<file path="src/rtl/cpu_defs.sv">
// rtl/cpu_defs.sv - shared CPU definitions: reset vector, fetch state encoding, NOP word
package cpu_defs;

    localparam logic [31:0] RESET_PC_DEFAULT = 32'hBFC0_0000;
    localparam logic [31:0] INST_NOP         = 32'h0000_0000;

    typedef enum logic [1:0] {
        FS_REQ  = 2'd0,
        FS_WAIT = 2'd1,
        FS_OUT  = 2'd2
    } fetch_state_e;

    function automatic logic pc_misaligned(input logic [1:0] pc_lsb);
        return pc_lsb != 2'b00;
    endfunction

endpackage

</file>
<file path="src/rtl/inst_fetch_if.sv">
// rtl/inst_fetch_if.sv - fetch unit bundle: instruction memory, redirect and decode handshake
interface inst_fetch_if;

    logic        inst_req;
    logic [31:0] inst_addr;
    logic        inst_addr_ok;
    logic        inst_data_ok;
    logic [31:0] inst_rdata;
    logic        redirect;
    logic [31:0] redirect_pc;
    logic        id_ready;
    logic        id_valid;
    logic [31:0] id_inst;
    logic [31:0] id_pc;
    logic        id_adel;

    modport master (
        output inst_req, inst_addr, id_valid, id_inst, id_pc, id_adel,
        input  inst_addr_ok, inst_data_ok, inst_rdata, redirect, redirect_pc, id_ready
    );

    modport slave (
        input  inst_req, inst_addr, id_valid, id_inst, id_pc, id_adel,
        output inst_addr_ok, inst_data_ok, inst_rdata, redirect, redirect_pc, id_ready
    );

endinterface

</file>
<file path="src/rtl/pc_reg.sv">
// rtl/pc_reg.sv - fetch program counter with reset vector, +4 step and redirect override
module pc_reg
    import cpu_defs::*;
#(
    parameter logic [31:0] RESET_PC = RESET_PC_DEFAULT
) (
    input  logic        clk,
    input  logic        rst,
    input  logic        inc_i,
    input  logic        redirect_i,
    input  logic [31:0] redirect_pc_i,
    output logic [31:0] pc_o
);

    logic [31:0] pc_d;
    logic [31:0] pc_q;

    // Redirect beats the sequential step when both land in the same cycle.
    always_comb begin
        pc_d = pc_q;
        if (redirect_i) begin
            pc_d = redirect_pc_i;
        end else if (inc_i) begin
            pc_d = pc_q + 32'd4;
        end
    end

    always_ff @(posedge clk) begin
        if (rst) begin
            pc_q <= RESET_PC;
        end else begin
            pc_q <= pc_d;
        end
    end

    assign pc_o = pc_q;

endmodule

</file>
<file path="src/rtl/inst_fetch.sv">
// rtl/inst_fetch.sv - single-outstanding instruction fetch stage feeding decode
module inst_fetch
    import cpu_defs::*;
#(
    parameter logic [31:0] RESET_PC = RESET_PC_DEFAULT
) (
    input  logic          clk,
    input  logic          rst,
    inst_fetch_if.master  bus
);

    fetch_state_e state_q;
    logic         discard_q;
    logic         id_valid_q;
    logic [31:0]  id_inst_q;
    logic [31:0]  id_pc_q;
    logic         id_adel_q;
    logic [31:0]  pc;
    logic         pc_bad;
    logic         out_accept;

    assign pc_bad     = pc_misaligned(pc[1:0]);
    assign out_accept = (state_q == FS_OUT) && bus.id_ready;

    pc_reg #(
        .RESET_PC (RESET_PC)
    ) u_pc_reg (
        .clk           (clk),
        .rst           (rst),
        .inc_i         (out_accept),
        .redirect_i    (bus.redirect),
        .redirect_pc_i (bus.redirect_pc),
        .pc_o          (pc)
    );

    // A redirect cancels the request in its own cycle so a stale address never reaches memory.
    assign bus.inst_req  = !rst && (state_q == FS_REQ) && !bus.redirect && !pc_bad;
    assign bus.inst_addr = pc;
    assign bus.id_valid  = id_valid_q;
    assign bus.id_inst   = id_inst_q;
    assign bus.id_pc     = id_pc_q;
    assign bus.id_adel   = id_adel_q;

    always_ff @(posedge clk) begin
        if (rst) begin
            state_q    <= FS_REQ;
            discard_q  <= 1'b0;
            id_valid_q <= 1'b0;
            id_inst_q  <= INST_NOP;
            id_pc_q    <= 32'h0;
            id_adel_q  <= 1'b0;
        end else begin
            case (state_q)
                FS_REQ: begin
                    if (bus.redirect) begin
                        state_q <= FS_REQ;
                    end else if (pc_bad) begin
                        state_q    <= FS_OUT;
                        id_valid_q <= 1'b1;
                        id_inst_q  <= INST_NOP;
                        id_pc_q    <= pc;
                        id_adel_q  <= 1'b1;
                    end else if (bus.inst_addr_ok) begin
                        state_q <= FS_WAIT;
                    end
                end
                FS_WAIT: begin
                    // The outstanding response must still be drained after a redirect.
                    if (bus.inst_data_ok) begin
                        if (bus.redirect || discard_q) begin
                            state_q   <= FS_REQ;
                            discard_q <= 1'b0;
                        end else begin
                            state_q    <= FS_OUT;
                            id_valid_q <= 1'b1;
                            id_inst_q  <= bus.inst_rdata;
                            id_pc_q    <= pc;
                            id_adel_q  <= 1'b0;
                        end
                    end else if (bus.redirect) begin
                        discard_q <= 1'b1;
                    end
                end
                FS_OUT: begin
                    if (bus.redirect || bus.id_ready) begin
                        state_q    <= FS_REQ;
                        id_valid_q <= 1'b0;
                    end
                end
                default: begin
                    state_q    <= FS_REQ;
                    id_valid_q <= 1'b0;
                end
            endcase
        end
    end

endmodule
</file>
<file path="src/flat_wrapper.sv">
// flat-port wrapper written by rule: the top's interface ports become plain ports
module inst_fetch_flat import cpu_defs::*;
#(
    parameter logic [31:0] RESET_PC = RESET_PC_DEFAULT
)
  (clk, rst, bus_inst_req, bus_inst_addr, bus_id_valid, bus_id_inst, bus_id_pc, bus_id_adel, bus_inst_addr_ok, bus_inst_data_ok, bus_inst_rdata, bus_redirect, bus_redirect_pc, bus_id_ready);
  inst_fetch_if bus_i ();
  input  logic clk;
  input  logic rst;
  output wire logic [$bits(bus_i.inst_req)-1:0] bus_inst_req;
  output wire logic [$bits(bus_i.inst_addr)-1:0] bus_inst_addr;
  output wire logic [$bits(bus_i.id_valid)-1:0] bus_id_valid;
  output wire logic [$bits(bus_i.id_inst)-1:0] bus_id_inst;
  output wire logic [$bits(bus_i.id_pc)-1:0] bus_id_pc;
  output wire logic [$bits(bus_i.id_adel)-1:0] bus_id_adel;
  input wire logic [$bits(bus_i.inst_addr_ok)-1:0] bus_inst_addr_ok;
  input wire logic [$bits(bus_i.inst_data_ok)-1:0] bus_inst_data_ok;
  input wire logic [$bits(bus_i.inst_rdata)-1:0] bus_inst_rdata;
  input wire logic [$bits(bus_i.redirect)-1:0] bus_redirect;
  input wire logic [$bits(bus_i.redirect_pc)-1:0] bus_redirect_pc;
  input wire logic [$bits(bus_i.id_ready)-1:0] bus_id_ready;
  assign bus_inst_req = bus_i.inst_req;
  assign bus_inst_addr = bus_i.inst_addr;
  assign bus_id_valid = bus_i.id_valid;
  assign bus_id_inst = bus_i.id_inst;
  assign bus_id_pc = bus_i.id_pc;
  assign bus_id_adel = bus_i.id_adel;
  assign bus_i.inst_addr_ok = bus_inst_addr_ok;
  assign bus_i.inst_data_ok = bus_inst_data_ok;
  assign bus_i.inst_rdata = bus_inst_rdata;
  assign bus_i.redirect = bus_redirect;
  assign bus_i.redirect_pc = bus_redirect_pc;
  assign bus_i.id_ready = bus_id_ready;
  inst_fetch #(.RESET_PC(RESET_PC)) u_core (.clk(clk), .rst(rst), .bus(bus_i));
endmodule
</file>
<file path="config.mk">
export PLATFORM = sky130hd
export DESIGN_NAME = inst_fetch_flat
export DESIGN_NICKNAME = d
export VERILOG_FILES = /design/src/rtl/cpu_defs.sv /design/src/rtl/inst_fetch_if.sv /design/src/rtl/pc_reg.sv /design/src/rtl/inst_fetch.sv /design/src/flat_wrapper.sv
export SDC_FILE = /design/constraint.sdc
export NUM_CORES = 1
export LEC_CHECK = 0
export ABC_AREA = 1
export BUFFER_PORTS_ARGS = -buffer_cell sky130_fd_sc_hd__buf_2
export CORE_UTILIZATION = 50
export DETAILED_ROUTE_END_ITERATION = 7
export PLACE_DENSITY = 0.8
export SKIP_LAST_GASP = 1
export SYNTH_ARGS = -nofsm -noshare
export SYNTH_HDL_FRONTEND = slang
export SYNTH_HIERARCHICAL = 1
export SYNTH_SLANG_ARGS = --single-unit
</file>
<file path="constraint.sdc">
create_clock -name clk -period 2.57 [get_ports clk]
set_input_delay 0.771 -clock clk [delete_from_list [all_inputs] [get_ports clk]]
set_output_delay 0.771 -clock clk [all_outputs]
set_load 0.05 [all_outputs]
</file>
==> impl_metrics.json <==
{
  "fp-row-count": 34,
  "crit_path_end_kind": "primary output",
  "post_cts_resized": 0,
  "slowest_stage": "dfxtp_1",
  "die_area_sq_um": 9655,
  "gp_congestion": 0.9402,
  "dp.cells": 906,
  "synthTopCellsByArea": "dfxtp_1 (44%), nand2_1 (14%), nor2_1 (9.3%), a21oi_1 (4.6%), inv_1 (2.6%)",
  "design_area_sq_um": 5736,
  "synth_nets": 719,
  "cts_root_buf": "clkbuf_8",
  "critPathMaxFanout": 4,
  "portBuffers": 168,
  "rsz0062_at_grt": "no",
  "nets": 880,
  "cts_max_level": 3,
  "synth_common_cells": "nand2_1 (172), nor2_1 (115), dfxtp_1 (101), a21oi_1 (43), inv_1 (32)",
  "num_vias": 4803,
  "die_h_microns": 98.26,
  "post_cts_buffers": 0,
  "critPathLaunch": "u_core/u_pc_reg/pc_o[0]",
  "pwr-share-comb_pct": 24.4,
  "grt_pass1_wl_mm": 20.84,
  "min_path_type": "flop to flop",
  "cts_sinks": 101,
  "setup_viol_count_final": 0,
  "remaining_drc_errors": 1,
  "cts-hold-fix-buffers": 0,
  "powerDensity_nw_per_um2": 648.1,
  "seqPwrFrac_pct": 47.5,
  "grt_pass1_vias": 4513,
  "clockPowerShare_pct": 28.1,
  "cts-buffers-inserted": 9,
  "avgSynthCellArea_sq_um": 7.150,
  "grt_max_degree": 36,
  "clock-skew-final_ns": 0.01542,
  "cts_buffer_depth": 2,
  "cap_viol_max_count": 0,
  "hold_start": "u_core/bus.id_inst[24]",
  "setup_tns_ns": 0,
  "tritoncts": "done",
  "drt_first_pass_iters": 8,
  "yosys_warnings": 6,
  "p_int_mw": 2.396,
  "fin_crit_sh_pct": 89.76,
  "worst_pin_slew_ns": 0.9802,
  "hold_viol_final": 0,
  "ys_seq_elements": 101,
  "grt_overflow": 0,
  "max_freq_mhz": 433.5,
  "path_clk_slew_ns": 0.10,
  "initial_core_util_pct": 52.36,
  "drt_iter0_markers": 187,
  "r2r-start": "u_core/u_pc_reg/pc_o[2]",
  "io-pin-count": 169,
  "wl_mm": 12.45,
  "antenna_left": 0,
  "synth.top_cell.area_share_pct": 43.64,
  "fillerInstances": 796,
  "cp.arrival_ns": 1.54,
  "placed_area_sq_um": 5529,
  "synth.most_common_cell": "nand2_1",
  "r2r_cells": 8,
  "ys_seq_area_share_pct": 43.64,
  "syn_inst": 648,
  "critical_path_class": "flop to primary output",
  "synthFlopType": "dfxtp_1",
  "critical_path.max_stage_delay_ns": 0.35,
  "multiInputGateArea_sq_um": 2310,
  "switchingPower_mw": 1.321,
  "power.leakage_nw": 2.561,
  "maxSlewHeadroom_pct": 34.58,
  "syn_area_sq_um": 4633,
  "min_path_cells": 2,
  "peakVddDrop_v": 0.0002848,
  "period_needed_ns": 2.307,
  "clk_latency_ns": 0.37,
  "n_antenna_cell": 0,
  "r2r_end": "u_core/u_pc_reg/pc_o[18]",
  "coreArea_sq_um": 8848,
  "violations": "design-rule violations",
  "path_cells": "nor2_1 > nand3_1 > nor2_2 > buf_2",
  "antenna_found_initial": 0,
  "wl_per_cell_microns": 13.51,
  "die_width_microns": 98.26,
  "swShare_pct": 35.54,
  "dp_slack_ns": 0.3720,
  "dp_hpwl_mm": 9.278,
  "register_area_sq_um": 2022,
  "avgViaCountPerCell": 5.209,
  "grt_usage_pct": 26.54,
  "crit_path_start_kind": "flop",
  "crit_required_ns": 1.80,
  "fin_ws_ns": 0.2633,
  "synth_edf_count": 0,
  "status": "finished, violations left",
  "layoutNonFillerInstCount": 922,
  "synth_top_area_cell": "dfxtp_1",
  "drive_gt1_share_pct": 28.87,
  "async_flop_share_pct": 0,
  "finalMaxSlewViolations": 0,
  "hold_path_end": "u_core/bus.id_inst[24]",
  "rrSetupSlack_ns": 0.79,
  "synth_cell_types": 32,
  "fin_util_pct": 64.82,
  "area_delta_synth_final_pct": 23.79
}
-- placed cells by master, fill, tap and decap left out, drive strengths merged, types with 3 or more instances in the layout --
| master | n |
|---|---|
| clkbuf | 10 |
| nor2 | 123 |
| a21oi | 54 |
| buf | 180 |
| nand3b | 6 |
| nand2 | 184 |
| nand3 | 19 |
| inv | 38 |
| a221oi | 9 |
| xor2 | 3 |
| a31oi | 5 |
| xnor2 | 8 |
| nor3 | 6 |
| nand4 | 7 |
| a22oi | 10 |
| o21ai | 44 |
| dfxtp | 101 |
-- how the worst max path moves through the flow --
stage | end | slack [ns] | cells past startpoint
after global placement | bus_inst_req | 0.38 | 5
after detailed placement | bus_inst_req | 0.37 | 5
after global routing | bus_inst_req | 0.16 | 4
final | bus_inst_req | 0.26 | 4
after CTS | bus_inst_req | 0.26 | 4
after floorplan | bus_inst_req | 0.09 | 3
-- routing by layer --
metal / share of wire, % / GRT usage (%) / up-vias
met5: 0 / 0 / -
met4: 2.2 / 10.56 / 0
met3: 6.3 / 5.082 / 23
met2: 49 / 45.67 / 153
met1: 43 / 32.71 / 2200
li1: - / - / 2427
-- final cells by class --
class | instances | share of cell area, %
tap | 108 | 2.356
clock buffer | 10 | 2.400
inverter | 35 | 2.291
clock inverter | 6 | 1.200
multi-input combinational | 482 | 40.27
sequential | 101 | 35.25
timing repair buffer | 180 | 16.23
-- cells by family after synthesis --
group	Yosys count	synth area share [%]
compound gates	124	15.80
xor+xnor	11	2.080
fa+ha+maj	1	0.2700
buf+inv	65	6.562
flops	101	43.64
simple gates	346	31.65
-- metrics by stage --
step | total power [mW] | hold WS, ns
floorplan | 2.483 | 0.4457
global placement | 2.690 | 0.4458
detailed placement | 2.712 | 0.4531
CTS | 3.741 | 0.4690
global route | 3.896 | 0.4851
finish | 3.717 | 0.4674
-- power groups by stage --
stage	registers, mW	logic [mW]	clock network, mW
6_report	1.77	0.909	1.04
4_1_cts	1.77	0.912	1.06
2_1_floorplan	2.15	0.331	0
3_5_place_dp	1.80	0.910	0
5_1_grt	1.78	0.980	1.13
3_3_place_gp	1.79	0.895	0
-- worst max-delay path: cells and delay by family (launching register included) --
| kind | cells | cell delay (ns) |
|---|---|---|
| buffers and inverters | 1 | 0.26 |
| flip-flops | 1 | 0.35 |
| AND/OR/NAND/NOR | 3 | 0.56 |
-- sequential cells by signal, indices dropped and copies added, names as in the netlist --
signal / flops
u_core/u_pc_reg/pc_o: 32
u_core/bus.id_valid: 1
u_core/bus.id_inst: 32
u_core/discard_q: 1
u_core/bus.id_pc: 32
u_core/state_q: 2
u_core/bus.id_adel: 1
No activity file was read; power rests on OpenSTA's default activity.
